--- src/rtl/serial_cfg_slave.sv ---
// serial_cfg_slave: responder for the host serial configuration bus.
// Oversamples SEN/SCLK/SDI on clk_120mhz, decodes 40-bit MSB-first frames
// (R/W flag, address, data), commits writes as a one-cycle strobe and
// shifts readback data out on SDO for read frames.
module serial_cfg_slave #(
    parameter int unsigned ADDR_W      = 7,
    parameter int unsigned DATA_W      = 32,
    parameter int unsigned SYNC_STAGES = 2
) (
    input  logic              clk_120mhz,
    input  logic              reset,
    input  logic              SEN,
    input  logic              SCLK,
    input  logic              SDI,
    output logic              SDO,
    output logic              sdo_oe,
    output logic [ADDR_W-1:0] serial_addr,
    output logic [DATA_W-1:0] serial_data,
    output logic              serial_strobe,
    output logic [ADDR_W-1:0] rb_addr,
    input  logic [DATA_W-1:0] rb_data,
    output logic              frame_err
);

    localparam int unsigned HDR_W   = ADDR_W + 1;
    localparam int unsigned FRAME_W = HDR_W + DATA_W;
    localparam int unsigned CNT_W   = 6;
    localparam int unsigned CNT_MAX = (1 << CNT_W) - 1;
    localparam int unsigned FILL_W  = $clog2(SYNC_STAGES + 1);

    typedef enum logic [2:0] {
        IDLE,
        ADDR,
        WR,
        RD,
        DONE
    } state_t;

    // synchronizer chains and edge-detect history
    logic [SYNC_STAGES-1:0] sen_sync;
    logic [SYNC_STAGES-1:0] sclk_sync;
    logic [SYNC_STAGES-1:0] sdi_sync;
    logic                   sen_prev;
    logic                   sclk_prev;
    logic [FILL_W-1:0]      fill;
    logic                   filled;
    logic                   sen_s;
    logic                   sclk_s;

    // combinational edge detects and their held flags
    logic sen_fall_det;
    logic sen_rise_det;
    logic sclk_rise_det;
    logic sclk_fall_det;
    logic sen_fall_f;
    logic sen_rise_f;
    logic sclk_rise_f;
    logic sclk_fall_f;
    logic sdi_bit;
    logic hold_flags;

    // frame state
    state_t            state;
    state_t            state_n;
    logic              armed;
    logic              armed_n;
    logic [CNT_W-1:0]  cnt;
    logic [CNT_W-1:0]  cnt_n;
    logic [CNT_W-1:0]  cnt_inc;
    logic              len_ok;
    logic [HDR_W-1:0]  hdr_sr;
    logic [HDR_W-1:0]  hdr_n;
    logic [DATA_W-1:0] data_sr;
    logic [DATA_W-1:0] data_n;
    logic [DATA_W-1:0] out_sr;
    logic [DATA_W-1:0] out_n;
    logic              rd_load;
    logic              rd_load_n;

    // next values of registered outputs
    logic              sdo_oe_n;
    logic [ADDR_W-1:0] serial_addr_n;
    logic [DATA_W-1:0] serial_data_n;
    logic              serial_strobe_n;
    logic [ADDR_W-1:0] rb_addr_n;
    logic              frame_err_n;

    assign sen_s         = sen_sync[SYNC_STAGES-1];
    assign sclk_s        = sclk_sync[SYNC_STAGES-1];
    assign filled        = (fill == FILL_W'(SYNC_STAGES));
    assign sen_fall_det  = sen_prev & ~sen_s;
    assign sen_rise_det  = ~sen_prev & sen_s;
    assign sclk_rise_det = ~sclk_prev & sclk_s;
    assign sclk_fall_det = sclk_prev & ~sclk_s;
    assign hold_flags    = (state == DONE);
    assign SDO           = out_sr[DATA_W-1];

    // Pad synchronizers; fill tracks when the last stage carries real pad samples
    always_ff @(posedge clk_120mhz) begin
        if (reset) begin
            sen_sync  <= '1;
            sclk_sync <= '0;
            sdi_sync  <= '0;
            sen_prev  <= 1'b1;
            sclk_prev <= 1'b0;
            fill      <= '0;
        end else begin
            sen_sync[0]  <= SEN;
            sclk_sync[0] <= SCLK;
            sdi_sync[0]  <= SDI;
            for (int i = 1; i < int'(SYNC_STAGES); i++) begin
                sen_sync[i]  <= sen_sync[i-1];
                sclk_sync[i] <= sclk_sync[i-1];
                sdi_sync[i]  <= sdi_sync[i-1];
            end
            sen_prev  <= sen_s;
            sclk_prev <= sclk_s;
            if (!filled) begin
                fill <= fill + FILL_W'(1);
            end
        end
    end

    // Edge flags: one-cycle pulses, stretched across DONE so IDLE still sees them
    always_ff @(posedge clk_120mhz) begin
        if (reset) begin
            sen_fall_f  <= 1'b0;
            sen_rise_f  <= 1'b0;
            sclk_rise_f <= 1'b0;
            sclk_fall_f <= 1'b0;
            sdi_bit     <= 1'b0;
        end else begin
            sen_fall_f  <= sen_fall_det  | (sen_fall_f  & hold_flags);
            sen_rise_f  <= sen_rise_det  | (sen_rise_f  & hold_flags);
            sclk_rise_f <= sclk_rise_det | (sclk_rise_f & hold_flags);
            sclk_fall_f <= sclk_fall_det | (sclk_fall_f & hold_flags);
            if (sclk_rise_det) begin
                sdi_bit <= sdi_sync[SYNC_STAGES-1];
            end
        end
    end

    // Frame state and registered outputs
    always_ff @(posedge clk_120mhz) begin
        if (reset) begin
            state         <= IDLE;
            armed         <= 1'b0;
            cnt           <= '0;
            hdr_sr        <= '0;
            data_sr       <= '0;
            out_sr        <= '0;
            rd_load       <= 1'b0;
            sdo_oe        <= 1'b0;
            serial_addr   <= '0;
            serial_data   <= '0;
            serial_strobe <= 1'b0;
            rb_addr       <= '0;
            frame_err     <= 1'b0;
        end else begin
            state         <= state_n;
            armed         <= armed_n;
            cnt           <= cnt_n;
            hdr_sr        <= hdr_n;
            data_sr       <= data_n;
            out_sr        <= out_n;
            rd_load       <= rd_load_n;
            sdo_oe        <= sdo_oe_n;
            serial_addr   <= serial_addr_n;
            serial_data   <= serial_data_n;
            serial_strobe <= serial_strobe_n;
            rb_addr       <= rb_addr_n;
            frame_err     <= frame_err_n;
        end
    end

    // Next-state and output decode; commit/error outcome is decided on sen_rise
    always_comb begin
        state_n         = state;
        armed_n         = armed | (filled & sen_s);
        cnt_n           = cnt;
        hdr_n           = hdr_sr;
        data_n          = data_sr;
        out_n           = out_sr;
        rd_load_n       = 1'b0;
        sdo_oe_n        = sdo_oe;
        serial_addr_n   = serial_addr;
        serial_data_n   = serial_data;
        serial_strobe_n = 1'b0;
        rb_addr_n       = rb_addr;
        frame_err_n     = 1'b0;
        cnt_inc         = (cnt == CNT_W'(CNT_MAX)) ? cnt : cnt + CNT_W'(1);
        len_ok          = (cnt == CNT_W'(FRAME_W));

        case (state)
            IDLE: begin
                if (sen_fall_f && armed) begin
                    state_n = ADDR;
                    armed_n = 1'b0;
                    cnt_n   = '0;
                    hdr_n   = '0;
                    data_n  = '0;
                end
            end

            ADDR: begin
                if (sen_rise_f) begin
                    state_n     = DONE;
                    frame_err_n = 1'b1;
                end else if (cnt == CNT_W'(HDR_W)) begin
                    if (hdr_sr[HDR_W-1]) begin
                        state_n   = RD;
                        rb_addr_n = hdr_sr[ADDR_W-1:0];
                        rd_load_n = 1'b1;
                    end else begin
                        state_n = WR;
                    end
                end else if (sclk_rise_f) begin
                    hdr_n = {hdr_sr[HDR_W-2:0], sdi_bit};
                    cnt_n = cnt_inc;
                end
            end

            WR: begin
                if (sen_rise_f) begin
                    state_n  = DONE;
                    sdo_oe_n = 1'b0;
                    out_n    = '0;
                    if (len_ok) begin
                        serial_addr_n   = hdr_sr[ADDR_W-1:0];
                        serial_data_n   = data_sr;
                        serial_strobe_n = 1'b1;
                    end else begin
                        frame_err_n = 1'b1;
                    end
                end else if (sclk_rise_f) begin
                    data_n = {data_sr[DATA_W-2:0], sdi_bit};
                    cnt_n  = cnt_inc;
                end
            end

            RD: begin
                if (sen_rise_f) begin
                    state_n     = DONE;
                    sdo_oe_n    = 1'b0;
                    out_n       = '0;
                    frame_err_n = ~len_ok;
                end else begin
                    // First RD cycle grabs readback data; the header's last fall
                    // must not shift, so shifting starts once a data bit has risen.
                    if (rd_load) begin
                        out_n    = rb_data;
                        sdo_oe_n = 1'b1;
                    end else if (sclk_fall_f && (cnt > CNT_W'(HDR_W))) begin
                        out_n = {out_sr[DATA_W-2:0], 1'b0};
                    end
                    if (sclk_rise_f) begin
                        cnt_n = cnt_inc;
                    end
                end
            end

            DONE: begin
                state_n  = IDLE;
                sdo_oe_n = 1'b0;
                out_n    = '0;
            end

            default: begin
                state_n = IDLE;
            end
        endcase
    end

endmodule

--- config.mk ---
export PLATFORM = sky130hd
export DESIGN_NAME = serial_cfg_slave
export DESIGN_NICKNAME = d
export VERILOG_FILES = /design/src/rtl/serial_cfg_slave.sv
export SDC_FILE = /design/constraint.sdc
export NUM_CORES = 1
export LEC_CHECK = 0
export CAP_MARGIN = 10
export CORE_ASPECT_RATIO = 0.5
export CORE_UTILIZATION = 59
export DETAILED_ROUTE_END_ITERATION = 8
export PLACE_DENSITY = 0.87
export SLEW_MARGIN = 30
export SYNTH_ARGS = -nofsm -noshare
export SYNTH_HDL_FRONTEND = slang
export SYNTH_SLANG_ARGS = --single-unit
--- constraint.sdc ---
create_clock -name clk_120mhz -period 3.7 [get_ports clk_120mhz]
set_clock_uncertainty 0.2 [all_clocks]
set_input_delay 0.74 -clock clk_120mhz [delete_from_list [all_inputs] [get_ports clk_120mhz]]
set_output_delay 0.74 -clock clk_120mhz [all_outputs]
set_load 0.005 [all_outputs]
# After elaboration in Yosys (flattened, before gate mapping)
# Cells that the tools add are included.
[word_totals]
ff_bits = 147
input_bits = 37
out_inout_bits = 50
wordCells = 128
[classes]
n_addsub = 2
n_lt_le_gt_ge = 1
eq_ne = 20
n_mux = 40
bitwise = 23
reduce_logical = 18
[ops]
columns = ["cell", "n"]
rows = [
  ["$mux W32", 7],
  ["$pmux W32 S3", 1],
  ["$pmux W32 S2", 1],
  ["$mux W6", 6],
  ["$mux W8", 4],
  ["$pmux W6 S3", 1],
  ["$ne A2 B2 Y1 const B", 8],
  ["$pmux W8 S2", 1],
  ["$eq A6 B6 Y1 const B", 2],
  ["$mux W1", 12],
  ["$mux W3", 4],
  ["$reduce_and A3 Y1", 4],
  ["$reduce_and A5 Y1", 2],
  ["$and A1 B1 Y1", 9],
  ["$not A1 Y1", 9],
  ["$pmux W3 S3", 1],
  ["$reduce_and A4 Y1", 2],
  ["$add A6 B1 Y6 const B", 1],
  ["$eq A3 B2 Y1 const B", 2],
  ["$eq A6 B4 Y1 const B", 1],
  ["$gt A6 B4 Y1 const B", 1],
  ["$ne A3 B3 Y1 const B", 2],
  ["$pmux W1 S3", 2],
  ["$reduce_bool A3 Y1", 2],
  ["other kinds (13)", 19],
]

# Depth between registers and ports, before layout
# Gate-level depths: netlist of the first run.
[depth]
depth_word = 6
mapped_depth = 9
ltp_nobuf = 7

# Least setup slack after synthesis of the first run
# OpenSTA, ideal clock, no wires.
[synth_timing]
kind = "input -> register"
start = "in reset"
end = "reg data_sr[10]"
setup_ns = 0.128
t_arrival_ns = 1.728
required_time_ns = 3.372
setup_slack_ns = 1.644
stages = 5
path_buffers = 4
path_cell_list = "buf_2 -> clkbuf_1 -> buf_2 -> clkbuf_1 -> nor2_1"
[synth_rtl]
columns = ["item", "line_no", "rtl"]
rows = [
  ["start: declaration", "11", "input logic reset,"],
  ["end signal: assignment", "164", "data_sr <= data_n;"],
  ["end: declaration", "73", "logic [DATA_W-1:0] data_sr;"],
]
# No word-level cell between the ends.

# Worst setup path after layout of the first run
[layout_timing]
start = "reg cnt[0]"
end = "reg out_sr[1]"
[layout_between]
elab_chain_len = 4
[layout_rtl]
columns = ["item", "line_no", "rtl"]
rows = [
  ["start: declaration", "67", "logic [CNT_W-1:0] cnt;"],
  ["start signal: assignment", "162", "cnt <= cnt_n;"],
  ["$gt A6 B4 Y1", "253", "end else if (sclk_fall_f && (cnt > CNT_W'(HDR_W))) begin"],
  ["$logic_and A1 B1 Y1", "253", ""],
  ["$ne A4 B4 Y1 (no line)", "--", ""],
  ["$reduce_and A3 Y1 (no line)", "--", ""],
  ["end signal: assignment", "165", "out_sr <= out_n;"],
  ["end: declaration", "75", "logic [DATA_W-1:0] out_sr;"],
]
# No other way between the ends.
# A chain may end at the register's enable or synchronous reset.

==> results of run 1 <==
[routing by layer]
| layer | vias up | GRT usage (%) |
|---|---|---|
| met5 | - | 0 |
| met4 | 0 | 10.2 |
| met3 | 19 | 5.77 |
| met2 | 132 | 42.2 |
| met1 | 2278 | 31.8 |
| li1 | 2371 | - |
[registers in the layout, indices dropped and copies added (netlist names), 3 cells and up]
register	cells
data_sr	32
out_sr	32
serial_data	32
hdr_sr	8
rb_addr	7
serial_addr	7
cnt	6
state	3
[cells in the mapped netlist (4+ instances only)]
cell type  count
nor2_1        95
dfxtp_1      147
buf_6          5
nor2b_1       43
o21ai_0        8
inv_1          4
mux2i_1       47
buf_2         17
nand2b_1      12
a22oi_1       32
nor3_1         4
buf_1          4
a21oi_1       57
mux2_4        29
clkbuf_1      19
nand2_1       94
[final timing paths]
| kind | slack, ns | depth (start not counted) | end | start |
|---|---|---|---|---|
| max | 0.82 | 8 | out_sr[1]$_SDFFE_PP0P_ | cnt[0]$_SDFFE_PP0P_ |
| min | 0.22 | 1 | sen_sync[1]$_SDFF_PP1_ | sen_sync[0]$_SDFF_PP1_ |
| max reg2reg | 0.82 | 8 | out_sr[1]$_SDFFE_PP0P_ | cnt[0]$_SDFFE_PP0P_ |
| min reg2reg | 0.22 | 1 | sen_sync[1]$_SDFF_PP1_ | sen_sync[0]$_SDFF_PP1_ |
[area by class of cell]
cell class / count / area, um^2
timing repair buffer: 93 / 931
fill: 657 / 2170
sequential: 147 / 2940
inverter: 5 / 18.8
tap: 135 / 169
clock inverter: 12 / 144
multi-input combinational: 466 / 2970
clock buffer: 20 / 447
[cells by family after synthesis]
family                     Yosys count  share of synthesized area [%]
muxes                               78                           15.1
xor gates and xnor gates             1                          0.142
adders and majority gates            3                          0.609
and+or+nand+nor                    276                           21.4
AOI/OAI and AO/OA                  108                           10.9
DFF                                147                           47.8
buffers and inverters               51                           4.12
[through the flow]
stage | util [%] | setup WS (ns) | hold WS (ns)
detailed placement | 71.8 | 0.871 | 0.199
global route | 77.9 | 0.674 | 0.237
CTS | 77.9 | 0.818 | 0.222
global placement | 71.7 | 0.923 | 0.194
finish | 77.9 | 0.821 | 0.218
floorplan | - | 1.64 | 0.189
[report_power, final]
group | leakage [uW] | internal (uW) | switching (uW) | total (uW)
Clock | 0.000284 | 1030 | 700 | 1720
Sequential | 0.00119 | 1600 | 13.7 | 1620
Combinational | 0.00116 | 65.1 | 67.1 | 132
==> impl_metrics.py, run 1 <==
metrics = {
    "yosys": {
        "yosysWarnings": 0,
        "mappedNetlistNets": 704,
        "synthArstFlopShare_pct": 0,
        "ys_ff_latch": 147,
        "syn_area_mm2": 0.00616,
        "yosys-top-cells-area": "dfxtp_1 48%, mux2i_1 7.6%, mux2_4 7.1%, nor2_1 5.8%, nand2_1 5.7%",
        "yosysSeqAreaShare_pct": 47.8,
        "yosys.area.top_type": "dfxtp_1",
        "ys.flop_type": "dfxtp_1",
        "synth_edf_count": 0,
        "synth.top_cell.area_share_pct": 47.8,
        "ys_types": 49,
        "syn_area_per_cell_um2": 9.28,
        "synthCells": 664,
    },
    "drt": {
        "dr_wl_met2_um": 6170,
        "ant_nets": 0,
        "wire_per_inst_um": 14.9,
        "remaining_drc_errors": 0,
        "drt-initial-drc-count": 266,
        "viasPerCell": 5.47,
        "first_pass_iters": 5,
        "wl_um": 13100,
        "wl_met1_um": 6060,
        "wl_met3_um": 667,
        "vias": 4800,
        "highest_layer": "met4",
    },
    "worst_setup_path": {
        "path_max_fanout": 20,
        "worst-path-buf-inv": 2,
        "critPathSlowestCell": "o31ai_4",
        "cp-start-kind": "flip-flop",
        "cpLargestDelayFamily": "compound AO/OA/AOI/OAI gates",
        "endpoint_kind": "flip-flop",
        "crit_arrival_ns": 2.99,
        "required_ns": 3.81,
        "cpPeakStageDelay_ns": 0.71,
        "critPathKind": "reg2reg",
        "cp_cell_sequence": "inv_1, ha_1, nand2b_1, a211o_1, a21oi_2, o31ai_4, buf_4, mux2_2",
    },
    "cts": {
        "worstSkewPairLatency_ns": 0.42,
        "root_buffer": "clkbuf_16",
        "cts-buffers-inserted": 17,
        "htreeDepth": 4,
        "hold_buffers": 0,
        "cts_sinks": 147,
        "cts.repair.resized": 0,
        "postCtsSetupRepairBufs": 0,
        "clockBufferDepth": 2,
        "path_clk_slew_ns": 0.06,
        "cts_tree": "yes",
    },
    "place": {
        "dp.cells": 846,
        "dpl-instance-area_mm2": 0.00703,
        "post-dp-hpwl_um": 7840,
        "io_buffer_count": 86,
        "gp_congestion": 0.834,
    },
    "timing": {
        "worstMarginPinSlew_ns": 0.875,
        "finalCriticalPeriod_ns": 2.88,
        "hold_viol": 0,
        "slew_viol_final": 0,
        "fmax_mhz": 347,
        "slew-limit-headroom_pct": 41.7,
        "tns_ns": 0,
        "setup_viol": 0,
        "rsz0062_at_grt": "false",
        "period_share_pct": 77.8,
    },
    "floorplan": {
        "ioPinCount": 87,
        "initial_core_util_pct": 62.9,
        "rows": 25,
        "core_mm2": 0.00979,
        "die_h_um": 74.3,
        "die_w_um": 147,
        "design.die.area_mm2": 0.0109,
    },
    "global_route": {
        "grt_max_degree": 103,
        "grt_pass1_wl_um": 21200,
        "antenna_found_initial": 0,
        "grt_pass1_vias": 4440,
        "grt_usage_pct": 25.0,
        "grt_overflow_total": 0,
    },
    "pwr": {
        "peakVddDrop_mv": 0.345,
        "powerDensity_mw_per_mm2": 455,
        "power_uw": 3470,
        "p_leak_uw": 0.00263,
    },
    "outcome": {
        "status": "finished clean",
    },
    "run": {
        "maxCapViolations": 0,
    },
    "final_layout": {
        "layout_common_cells": "146 x dfxtp_1, 95 x nor2_1, 93 x nand2_1",
        "nets": 770,
        "final_area_mm2": 0.00762,
        "drive_above_1_share_pct": 11.2,
        "antennaDiodeCount": 0,
        "stdcell_count": 878,
        "layout_commonest_cell": "dfxtp_1",
        "area_delta_synth_final_pct": 23.8,
    },
    "hold_path": {
        "hold_path_class": "reg2reg",
    },
}
(Power assumes the default switching activity.)
==> run 2: changes to the inputs <==
--- a/config.mk
+++ b/config.mk
@@ -7,9 +7,9 @@
 export LEC_CHECK = 0
 export CAP_MARGIN = 10
 export CORE_ASPECT_RATIO = 0.5
-export CORE_UTILIZATION = 59
+export CORE_UTILIZATION = 49
 export DETAILED_ROUTE_END_ITERATION = 8
-export PLACE_DENSITY = 0.87
+export PLACE_DENSITY = 0.78
 export SLEW_MARGIN = 30
 export SYNTH_ARGS = -nofsm -noshare
 export SYNTH_HDL_FRONTEND = slang
==> constraint.sdc (replaced) <==
create_clock -name clk_120mhz -period 2.5 [get_ports clk_120mhz]
set_clock_uncertainty 0.2 [all_clocks]
set_input_delay 0.5 -clock clk_120mhz [delete_from_list [all_inputs] [get_ports clk_120mhz]]
set_output_delay 0.5 -clock clk_120mhz [all_outputs]
set_load 0.005 [all_outputs]
==> run 2 against run 1 <==
Fmax up 31%. First-iteration DRC count up 15%. Critical path depth down 1. Flip-flop and latch count unchanged. Cell count up 4.3%. Largest cell class unchanged. Largest power group unchanged.
==> impl_metrics.py, run 2 (synthesis results as in run 1) <==
metrics = {
    "pwr": {
        "p_leak_uw": 0.00266,
        "powerDensity_mw_per_mm2": 648,
        "peakVddDrop_mv": 0.407,
    },
    "timing": {
        "rsz0062_at_grt": "false",
        "hold_viol": 0,
        "period_share_pct": 87.7,
        "slew_viol_final": 0,
        "worstMarginPinSlew_ns": 0.558,
        "finalCriticalPeriod_ns": 2.19,
        "tns_ns": 0,
        "setup_viol": 0,
        "slew-limit-headroom_pct": 62.8,
        "setup_ws_ns": 0.308,
        "fin_worst_hold_slack_ns": 0.214,
        "fmax_mhz": 456,
    },
    "floorplan": {
        "die_w_um": 161,
        "die_h_um": 81.3,
        "initial_core_util_pct": 51.3,
        "ioPinCount": 87,
        "core_mm2": 0.0120,
        "design.die.area_mm2": 0.0131,
        "rows": 28,
    },
    "cts": {
        "root_buffer": "clkbuf_16",
        "cts-buffers-inserted": 17,
        "cts_tree": "yes",
        "postCtsSetupRepairBufs": 0,
        "path_clk_slew_ns": 0.06,
        "cts.repair.resized": 0,
        "clockBufferDepth": 2,
        "htreeDepth": 4,
        "hold_buffers": 0,
        "cts_sinks": 147,
        "worstSkewPairLatency_ns": 0.42,
    },
    "worst_setup_path": {
        "crit_start": "cnt[0]$_SDFFE_PP0P_",
        "critPathKind": "reg2reg",
        "required_ns": 2.64,
        "r2r-end": "hdr_sr[2]$_SDFFE_PP0P_",
        "cp_cell_sequence": "inv_1, ha_1, and4bb_1, a21oi_1, a21oi_1, nor3_4, mux2i_1",
        "cp.depth": 7,
        "cpMostUsedCell": "a21oi_1",
        "critPathSlowestCell": "nor3_4",
        "endpoint_kind": "flip-flop",
        "cpPeakStageDelay_ns": 0.44,
        "cp-start-kind": "flip-flop",
        "critPathCapture": "hdr_sr[2]$_SDFFE_PP0P_",
        "crit_arrival_ns": 2.33,
        "worst-path-buf-inv": 1,
        "cpLargestDelayFamily": "simple AND/OR/NAND/NOR gates",
        "ff2ff_setup_slack_ns": 0.31,
        "ff2ff_path_depth": 7,
        "rr_startpoint": "cnt[0]$_SDFFE_PP0P_",
        "path_max_fanout": 8,
    },
    "final_layout": {
        "fillers": 1005,
        "drive_above_1_share_pct": 12.1,
        "utilization_pct": 64.2,
        "layout_commonest_cell": "dfxtp_1",
        "reg_top3": "data_sr x32, out_sr x32, serial_data x32",
        "area_delta_synth_final_pct": 25.2,
        "layout_common_cells": "146 x dfxtp_1, 95 x nor2_1, 94 x nand2_1",
        "nets": 778,
        "antennaDiodeCount": 0,
        "stdcell_count": 916,
    },
    "global_route": {
        "grt_overflow_total": 0,
        "grt_pass1_vias": 4574,
        "grt_pass1_wl_um": 21100,
        "grt_max_degree": 43,
        "grt_usage_pct": 20.2,
        "antenna_found_initial": 0,
    },
    "run": {
        "maxCapViolations": 0,
    },
    "place": {
        "dp.cells": 884,
        "post-dp-hpwl_um": 8010,
        "gp_congestion": 0.887,
        "io_buffer_count": 86,
        "preCtsSetupSlack_ns": 0.327,
    },
    "outcome": {
        "status": "finished clean",
    },
    "hold_path": {
        "whs_path_depth": 1,
        "hold_path_class": "reg2reg",
    },
    "drt": {
        "first_pass_iters": 6,
        "wl_um": 12700,
        "ant_nets": 0,
        "drt-initial-drc-count": 307,
        "vias": 4731,
        "viasPerCell": 5.16,
        "remaining_drc_errors": 0,
        "wire_per_inst_um": 13.8,
    },
}
## run 2: cell type report
class / instances / area (um^2) / area share [%]
inverters: 5 / 18.8 / 0.243
clock buffers: 21 / 470 / 6.10
clock inverters: 11 / 93.8 / 1.22
well taps: 165 / 206 / 2.68
flip-flops and latches: 147 / 2940 / 38.2
multi-input cells: 466 / 2970 / 38.5
repair buffers: 101 / 1010 / 13.1
## run 2: where the power goes
| part | internal (uW) | switching, uW | total, uW |
|---|---|---|---|
| clock network | 1370 | 1040 | 2410 |
| logic | 97.0 | 104 | 201 |
| registers | 2370 | 22.0 | 2390 |
| total | 3840 | 1160 | 5000 |
## run 2: metrics by stage
step                area (um^2)  total power [uW]
global placement           7150              2630
global route               7710              5180
CTS                        7710              5040
floorplan                  6160              2550
detailed placement         7150              2640
finish                     7710              5000
## run 2: worst min-delay path by stage
stage,startpoint,endpoint,slack (ns)
floorplan,sen_sync[0]$_SDFF_PP1_,sen_sync[1]$_SDFF_PP1_,0.19
global placement,sen_sync[0]$_SDFF_PP1_,sen_sync[1]$_SDFF_PP1_,0.19
detailed placement,sen_sync[0]$_SDFF_PP1_,sen_sync[1]$_SDFF_PP1_,0.20
CTS,sen_sync[0]$_SDFF_PP1_,sen_sync[1]$_SDFF_PP1_,0.22
global route,sen_sync[0]$_SDFF_PP1_,sen_sync[1]$_SDFF_PP1_,0.22
finish,sen_sync[0]$_SDFF_PP1_,sen_sync[1]$_SDFF_PP1_,0.21
## run 2: layer usage
layer  up-vias  GRT usage (%)  share of wire (%)
li1       2385              -                  -
met1      2248           25.2                 49
met2        88           34.1                 46
met3        10           5.06                4.3
met4         0           7.33               0.55
met5         -              0                  0
## run 2: worst reg2reg max path, stage by stage, from the launching register on
cell,delay [ns]
dfxtp_1,0.42
inv_1,0.07
ha_1,0.20
and4bb_1,0.23
a21oi_1,0.18
a21oi_1,0.12
nor3_4,0.44
mux2i_1,0.26
